## config.mk

```make
export PLATFORM = sky130hd
export DESIGN_NAME = riscvboy_bus_arb
export DESIGN_NICKNAME = d
export VERILOG_FILES = /design/src/rtl/riscvboy_bus_arb.sv
export SDC_FILE = /design/constraint.sdc
export NUM_CORES = 1
export LEC_CHECK = 0
export BUFFER_PORTS_ARGS = -buffer_cell sky130_fd_sc_hd__buf_2
export CAP_MARGIN = 20
export CORE_AREA = 2 2 110 112
export CTS_CLUSTER_SIZE = 20
export DETAILED_ROUTE_END_ITERATION = 7
export DIE_AREA = 0 0 112 114
export PLACE_DENSITY = 0.4
export REMOVE_ABC_BUFFERS = 1
export SETUP_SLACK_MARGIN = 0.5
export SYNTH_ARGS = -nofsm -noshare
export SYNTH_HDL_FRONTEND = slang
export SYNTH_SLANG_ARGS = --single-unit
```

## constraint.sdc

```tcl
create_clock -name clk_sys -period 3.4 [get_ports clk_sys]
set_clock_uncertainty 0.1 [all_clocks]
set_input_delay 0.68 -clock clk_sys [delete_from_list [all_inputs] [get_ports clk_sys]]
set_output_delay 0.68 -clock clk_sys [all_outputs]
set_load 0.1 [all_outputs]
```

## src/rtl/riscvboy_bus_arb.sv

```systemverilog
// riscvboy_bus_arb: N-channel memory request arbiter for the riscvBoy core.
// Merges instruction-fetch, data and auxiliary requestors onto one shared
// memory port. It supports fixed or round-robin priority, a fixed-latency
// read-return pipeline that routes data back to the issuing channel, and a
// same-cycle grant handshake.
// Optional feature macro: RISCVBOY_ARB_ANTISTARVE_EN. When it is defined,
// per-channel wait counters give a channel that has waited STARVE_LIM cycles
// absolute priority.
module riscvboy_bus_arb #(
    parameter int NCH        = 2,
    parameter int AW         = 32,
    parameter int DW         = 32,
    parameter int RD_LAT     = 1,
    parameter int PRIO_MODE  = 0,
    parameter int STARVE_LIM = 8
) (
    input  logic              clk_sys,
    input  logic              rst,
    input  logic [NCH-1:0]    i_req,
    input  logic [NCH-1:0]    i_we,
    input  logic [NCH*DW/8-1:0] i_wbe,
    input  logic [NCH*AW-1:0] i_addr,
    input  logic [NCH*DW-1:0] i_wdata,
    output logic [NCH-1:0]    o_gnt,
    output logic [NCH-1:0]    o_rvalid,
    output logic [DW-1:0]     o_rdata,
    output logic              o_mem_ren,
    output logic              o_mem_wen,
    output logic [DW/8-1:0]   o_mem_wbe,
    output logic [AW-1:0]     o_mem_addr,
    output logic [DW-1:0]     o_mem_wdata,
    input  logic [DW-1:0]     i_mem_rdata
);

    localparam int BW = DW / 8;
    localparam int CW = (NCH > 1) ? $clog2(NCH) : 1;

    // Reject configurations outside the supported range at elaboration.
    if (NCH < 1 || NCH > 8) begin : g_bad_nch
        $error("riscvboy_bus_arb: NCH must be 1..8");
    end
    if (RD_LAT < 1 || RD_LAT > 4) begin : g_bad_lat
        $error("riscvboy_bus_arb: RD_LAT must be 1..4");
    end
    if ((DW % 8) != 0) begin : g_bad_dw
        $error("riscvboy_bus_arb: DW must be a multiple of 8");
    end
    if (PRIO_MODE != 0 && PRIO_MODE != 1) begin : g_bad_prio
        $error("riscvboy_bus_arb: PRIO_MODE must be 0 or 1");
    end
    if (STARVE_LIM < 2 || STARVE_LIM > 255) begin : g_bad_starve
        $error("riscvboy_bus_arb: STARVE_LIM must be 2..255");
    end

    // Round-robin pointer: the channel that has the highest priority this cycle.
    logic [CW-1:0] ptr;
    logic [CW-1:0] ptr_nxt;

    // Winner of this cycle's arbitration.
    logic          win_vld;
    logic [CW-1:0] win_idx;
    logic          win_we;

    // Read-return pipeline. Stage 0 is loaded at grant and the last stage
    // routes the memory data back to the issuing channel.
    logic [RD_LAT-1:0] vld_p;
    logic [CW-1:0]     ch_p [RD_LAT];

`ifdef RISCVBOY_ARB_ANTISTARVE_EN
    logic [7:0] wait_cnt [NCH];
`endif

    // Pick the winner: a starving channel first (when enabled), then fixed or rotating priority.
    always_comb begin : arb_comb
        int idx;
        win_vld = 1'b0;
        win_idx = '0;
        idx     = 0;
`ifdef RISCVBOY_ARB_ANTISTARVE_EN
        for (int i = 0; i < NCH; i++) begin
            if (!win_vld && i_req[i] && (wait_cnt[i] >= 8'(STARVE_LIM))) begin
                win_vld = 1'b1;
                win_idx = CW'(i);
            end
        end
`endif
        if (PRIO_MODE == 0) begin
            for (int i = 0; i < NCH; i++) begin
                if (!win_vld && i_req[i]) begin
                    win_vld = 1'b1;
                    win_idx = CW'(i);
                end
            end
        end else begin
            for (int i = 0; i < NCH; i++) begin
                idx = (int'(ptr) + i) % NCH;
                if (!win_vld && i_req[idx]) begin
                    win_vld = 1'b1;
                    win_idx = CW'(idx);
                end
            end
        end
        // No command may be issued while the block is held in reset.
        if (rst) begin
            win_vld = 1'b0;
            win_idx = '0;
        end
    end

    // Build the one-hot grant and the shared memory command from the winner.
    always_comb begin : cmd_comb
        o_gnt       = '0;
        win_we      = 1'b0;
        o_mem_ren   = 1'b0;
        o_mem_wen   = 1'b0;
        o_mem_wbe   = '0;
        o_mem_addr  = '0;
        o_mem_wdata = '0;
        for (int i = 0; i < NCH; i++) begin
            o_gnt[i] = win_vld && (win_idx == CW'(i));
        end
        if (win_vld) begin
            win_we      = i_we[win_idx];
            o_mem_ren   = ~win_we;
            o_mem_wen   = win_we;
            o_mem_wbe   = win_we ? i_wbe[win_idx*BW +: BW] : '0;
            o_mem_addr  = i_addr[win_idx*AW +: AW];
            o_mem_wdata = i_wdata[win_idx*DW +: DW];
        end
    end

    // The pointer moves to the channel after the one just granted. It wraps at NCH.
    always_comb begin : ptr_comb
        ptr_nxt = (win_idx == CW'(NCH - 1)) ? '0 : win_idx + CW'(1);
    end

    // Pointer register. It holds when no grant is issued.
    always_ff @(posedge clk_sys) begin : ptr_ff
        if (rst) begin
            ptr <= '0;
        end else if (win_vld) begin
            ptr <= ptr_nxt;
        end
    end

    // Return pipeline valid bits. Reset discards every read in flight.
    always_ff @(posedge clk_sys) begin : ret_vld_ff
        if (rst) begin
            vld_p <= '0;
        end else begin
            // p0: a granted read enters the pipeline
            vld_p[0] <= win_vld & ~win_we;
            // p1..pN: shift toward the return stage
            for (int s = 1; s < RD_LAT; s++) begin
                vld_p[s] <= vld_p[s-1];
            end
        end
    end

    // Return pipeline channel ids. They are qualified by vld_p, so no reset is needed.
    always_ff @(posedge clk_sys) begin : ret_ch_ff
        ch_p[0] <= win_idx;
        for (int s = 1; s < RD_LAT; s++) begin
            ch_p[s] <= ch_p[s-1];
        end
    end

    // Route the final-stage read data to its channel. Nothing is returned during reset.
    always_comb begin : rsp_comb
        o_rvalid = '0;
        for (int i = 0; i < NCH; i++) begin
            o_rvalid[i] = ~rst & vld_p[RD_LAT-1] & (ch_p[RD_LAT-1] == CW'(i));
        end
        o_rdata = i_mem_rdata;
    end

`ifdef RISCVBOY_ARB_ANTISTARVE_EN
    // Wait counters count ungranted request cycles and saturate at 255.
    always_ff @(posedge clk_sys) begin : starve_ff
        for (int i = 0; i < NCH; i++) begin
            if (rst || !i_req[i] || o_gnt[i]) begin
                wait_cnt[i] <= 8'd0;
            end else if (wait_cnt[i] != 8'hFF) begin
                wait_cnt[i] <= wait_cnt[i] + 8'd1;
            end
        end
    end
`endif

endmodule
```

==> impl_metrics.toml <==
[layout]
syn_to_final_growth_pct = 180.3
instances_no_fill = 457
fin_nets = 486
drive_gt1_share_pct = 72.26
finish.instance_area_um2 = 3009
insertedDiodeCount = 0

[worst_setup_path]
worstPathRequired_ns = 2.62
crit_slowest_cell = "buf_2"
crit_fanout = 38
endpoint_kind = "output port"
cp_top_family = "buffers and inverters"
path_common_cell = "buf_2"
cp-start-kind = "primary input"
cp_cell_sequence = "buf_2 > nor3b_4 > buf_12 > mux2i_1 > nor2_1 > buf_2"
worst-endpoint-arrival_ns = 2.02
cp_num_buf_inv = 3
slowest_delay_ns = 0.43
critical_path_class = "primary input to output port"

[cts]
clockBufferDepth = 2
cts_root_buffer = "clkbuf_16"
numCtsBuffers = 3
cts.clk_slew.worst_paths_ns = 0.03
cts_hold_buf = 0
cts_sinks = 2
h-tree-depth = 1
cts_tree = "built"

[global_routing]
grt_pass1_vias = 1826
grt_use_total_pct = 9.262
gr-usage-met2_pct = 14.75
grt-ovfl-total = 0
grt_pass1_wl_um = 9411
top_usage_layer = "met2"
met1_usage_pct = 10.61
use_met3_pct = 5.739
antenna_found_initial = 0
grt_max_degree = 39

[routing]
drc = 0
drtAntennaViolNets = 0
drtIter0Drc = 47
route.vias.total = 1845
drt-pass1-iter-count = 4
vias_per_cell = 4.037
wl_per_cell_um = 14.41
drt-total-wl_um = 6585

[timing]
period_minus_slack_ns = 2.798
setup_violations = 0
post-route-period-util_pct = 82.29
whs_ns = 0.6510
clock.fmax_ghz = 0.3574
fin_tns_setup_ns = 0
relSlewSlack_pct = 67.38
hold_violations = 0
rsz0062_at_grt = "no"
slew_viol_final = 0
worstMarginPinSlew_ns = 0.4926

[synthesis]
netlist_area_um2 = 1074
synth.area.top_cells = "a22o_1 52%, buf_4 23%, buf_2 5.6%"
ys_types = 17
syn_avg_cell_area_um2 = 7.952
yosys_warnings = 0
synth_top_area_share_pct = 52.21
yosysTopAreaCell = "a22o_1"
ys_ff_latch = 2
netlist_instances = 135
synth_seq_area_share_pct = 3.730

[placed_design]
dp_cells = 454
place_hpwl_um = 5669
place_area_um2 = 2929
routabilityCongestion = 0.6831
io_buffer_count = 215

[outcome]
status = "finished clean"

[die]
fp.dieW_um = 112
std_cell_rows = 40
ioPinCount = 280
core_area_um2 = 11710
start_util_pct = 9.167
die_y_um = 114
die_area_um2 = 12770

[power_and_ir_drop]
finalPower_w = 0.0009409
p_leak_nw = 1.525
power_density_nw_per_um2 = 312.7
peakVddDrop_mv = 0.1316

[min_path]
min_path_type = "primary input to flip-flop"

[flow_run]
timing.max_cap.violations = 0
-- sequential cells by signal (all words and copies together) (netlist names) --
register,count
ch_p,1
vld_p,1
-- Yosys cell counts --
master    instances
a22o_1           64
buf_4            33
buf_2            12
nor2_1            6
mux2i_1           4
nor3b_1           3
dfxtp_1           2
inv_1             2
a21o_1            1
a21oi_1           1
and3b_1           1
buf_6             1
clkbuf_1          1
nand2_1           1
nand3b_1          1
nor2b_1           1
nor3b_4           1
-- path summary, 6_finish.rpt --
check / slack [ns] / end / from / cells after the start
worst max-delay path: 0.60 / o_mem_wbe[0] / rst / 6
worst min-delay path: 0.65 / ch_p[0] / i_req[0] / 2
-- layout by cell type (no fill, tap or decap), drive strengths merged --
cell type,instances
a21oi,1
a21o,1
mux2i,4
and3b,1
dfxtp,2
clkbuf,5
nor2b,1
nand3b,1
nor2,6
buf,217
inv,2
a22o,64
nor3b,4
nand2,1
-- repair_timing --
item                       in CTS  in global routing
setup endpoints to repair       0                  2
resized for setup               0                  2
buffers inserted                0                  0
-- layer usage --
metal  share of wire [%]  wire length (um)
met5                0.68                45
met4                0.21                14
met3                  16              1077
met2                  45              2968
met1                  38              2481
-- cell families (layout without fill, tap and decap cells) --
group                  after synthesis  count (layout)  share of synthesized area [%]
AOI/OAI and AO/OA                   66              66                          53.38
and+or+nand+nor                     14              14                          8.392
muxes                                4               4                          3.730
DFF                                  2               2                          3.730
buffers and inverters               49             224                          30.77
-- power breakdown --
part | internal, W | switching, W
clock | 0.000150 | 0.0000258
combinational | 0.000260 | 0.000481
sequential | 0.0000248 | 0.000000423
total | 0.000434 | 0.000507
-- through the flow --
step / util (%) / setup slack [ns]
CTS: 25.65 / 0.5790
global placement: 25.01 / 0.6095
global route: 25.69 / 0.5033
detailed placement: 25.01 / 0.5836
floorplan: - / -2.572
finish: 25.69 / 0.6020
-- area by class of cell --
cell class                 instances  area (um2)
clock buffer                       3       75.07
fill                            1223        8702
multi-input combinational         84       710.7
sequential                         2       40.04
inverter                           2       7.507
tap                              147       183.9
timing repair buffer             219        1992
(Power assumes the default switching activity.)
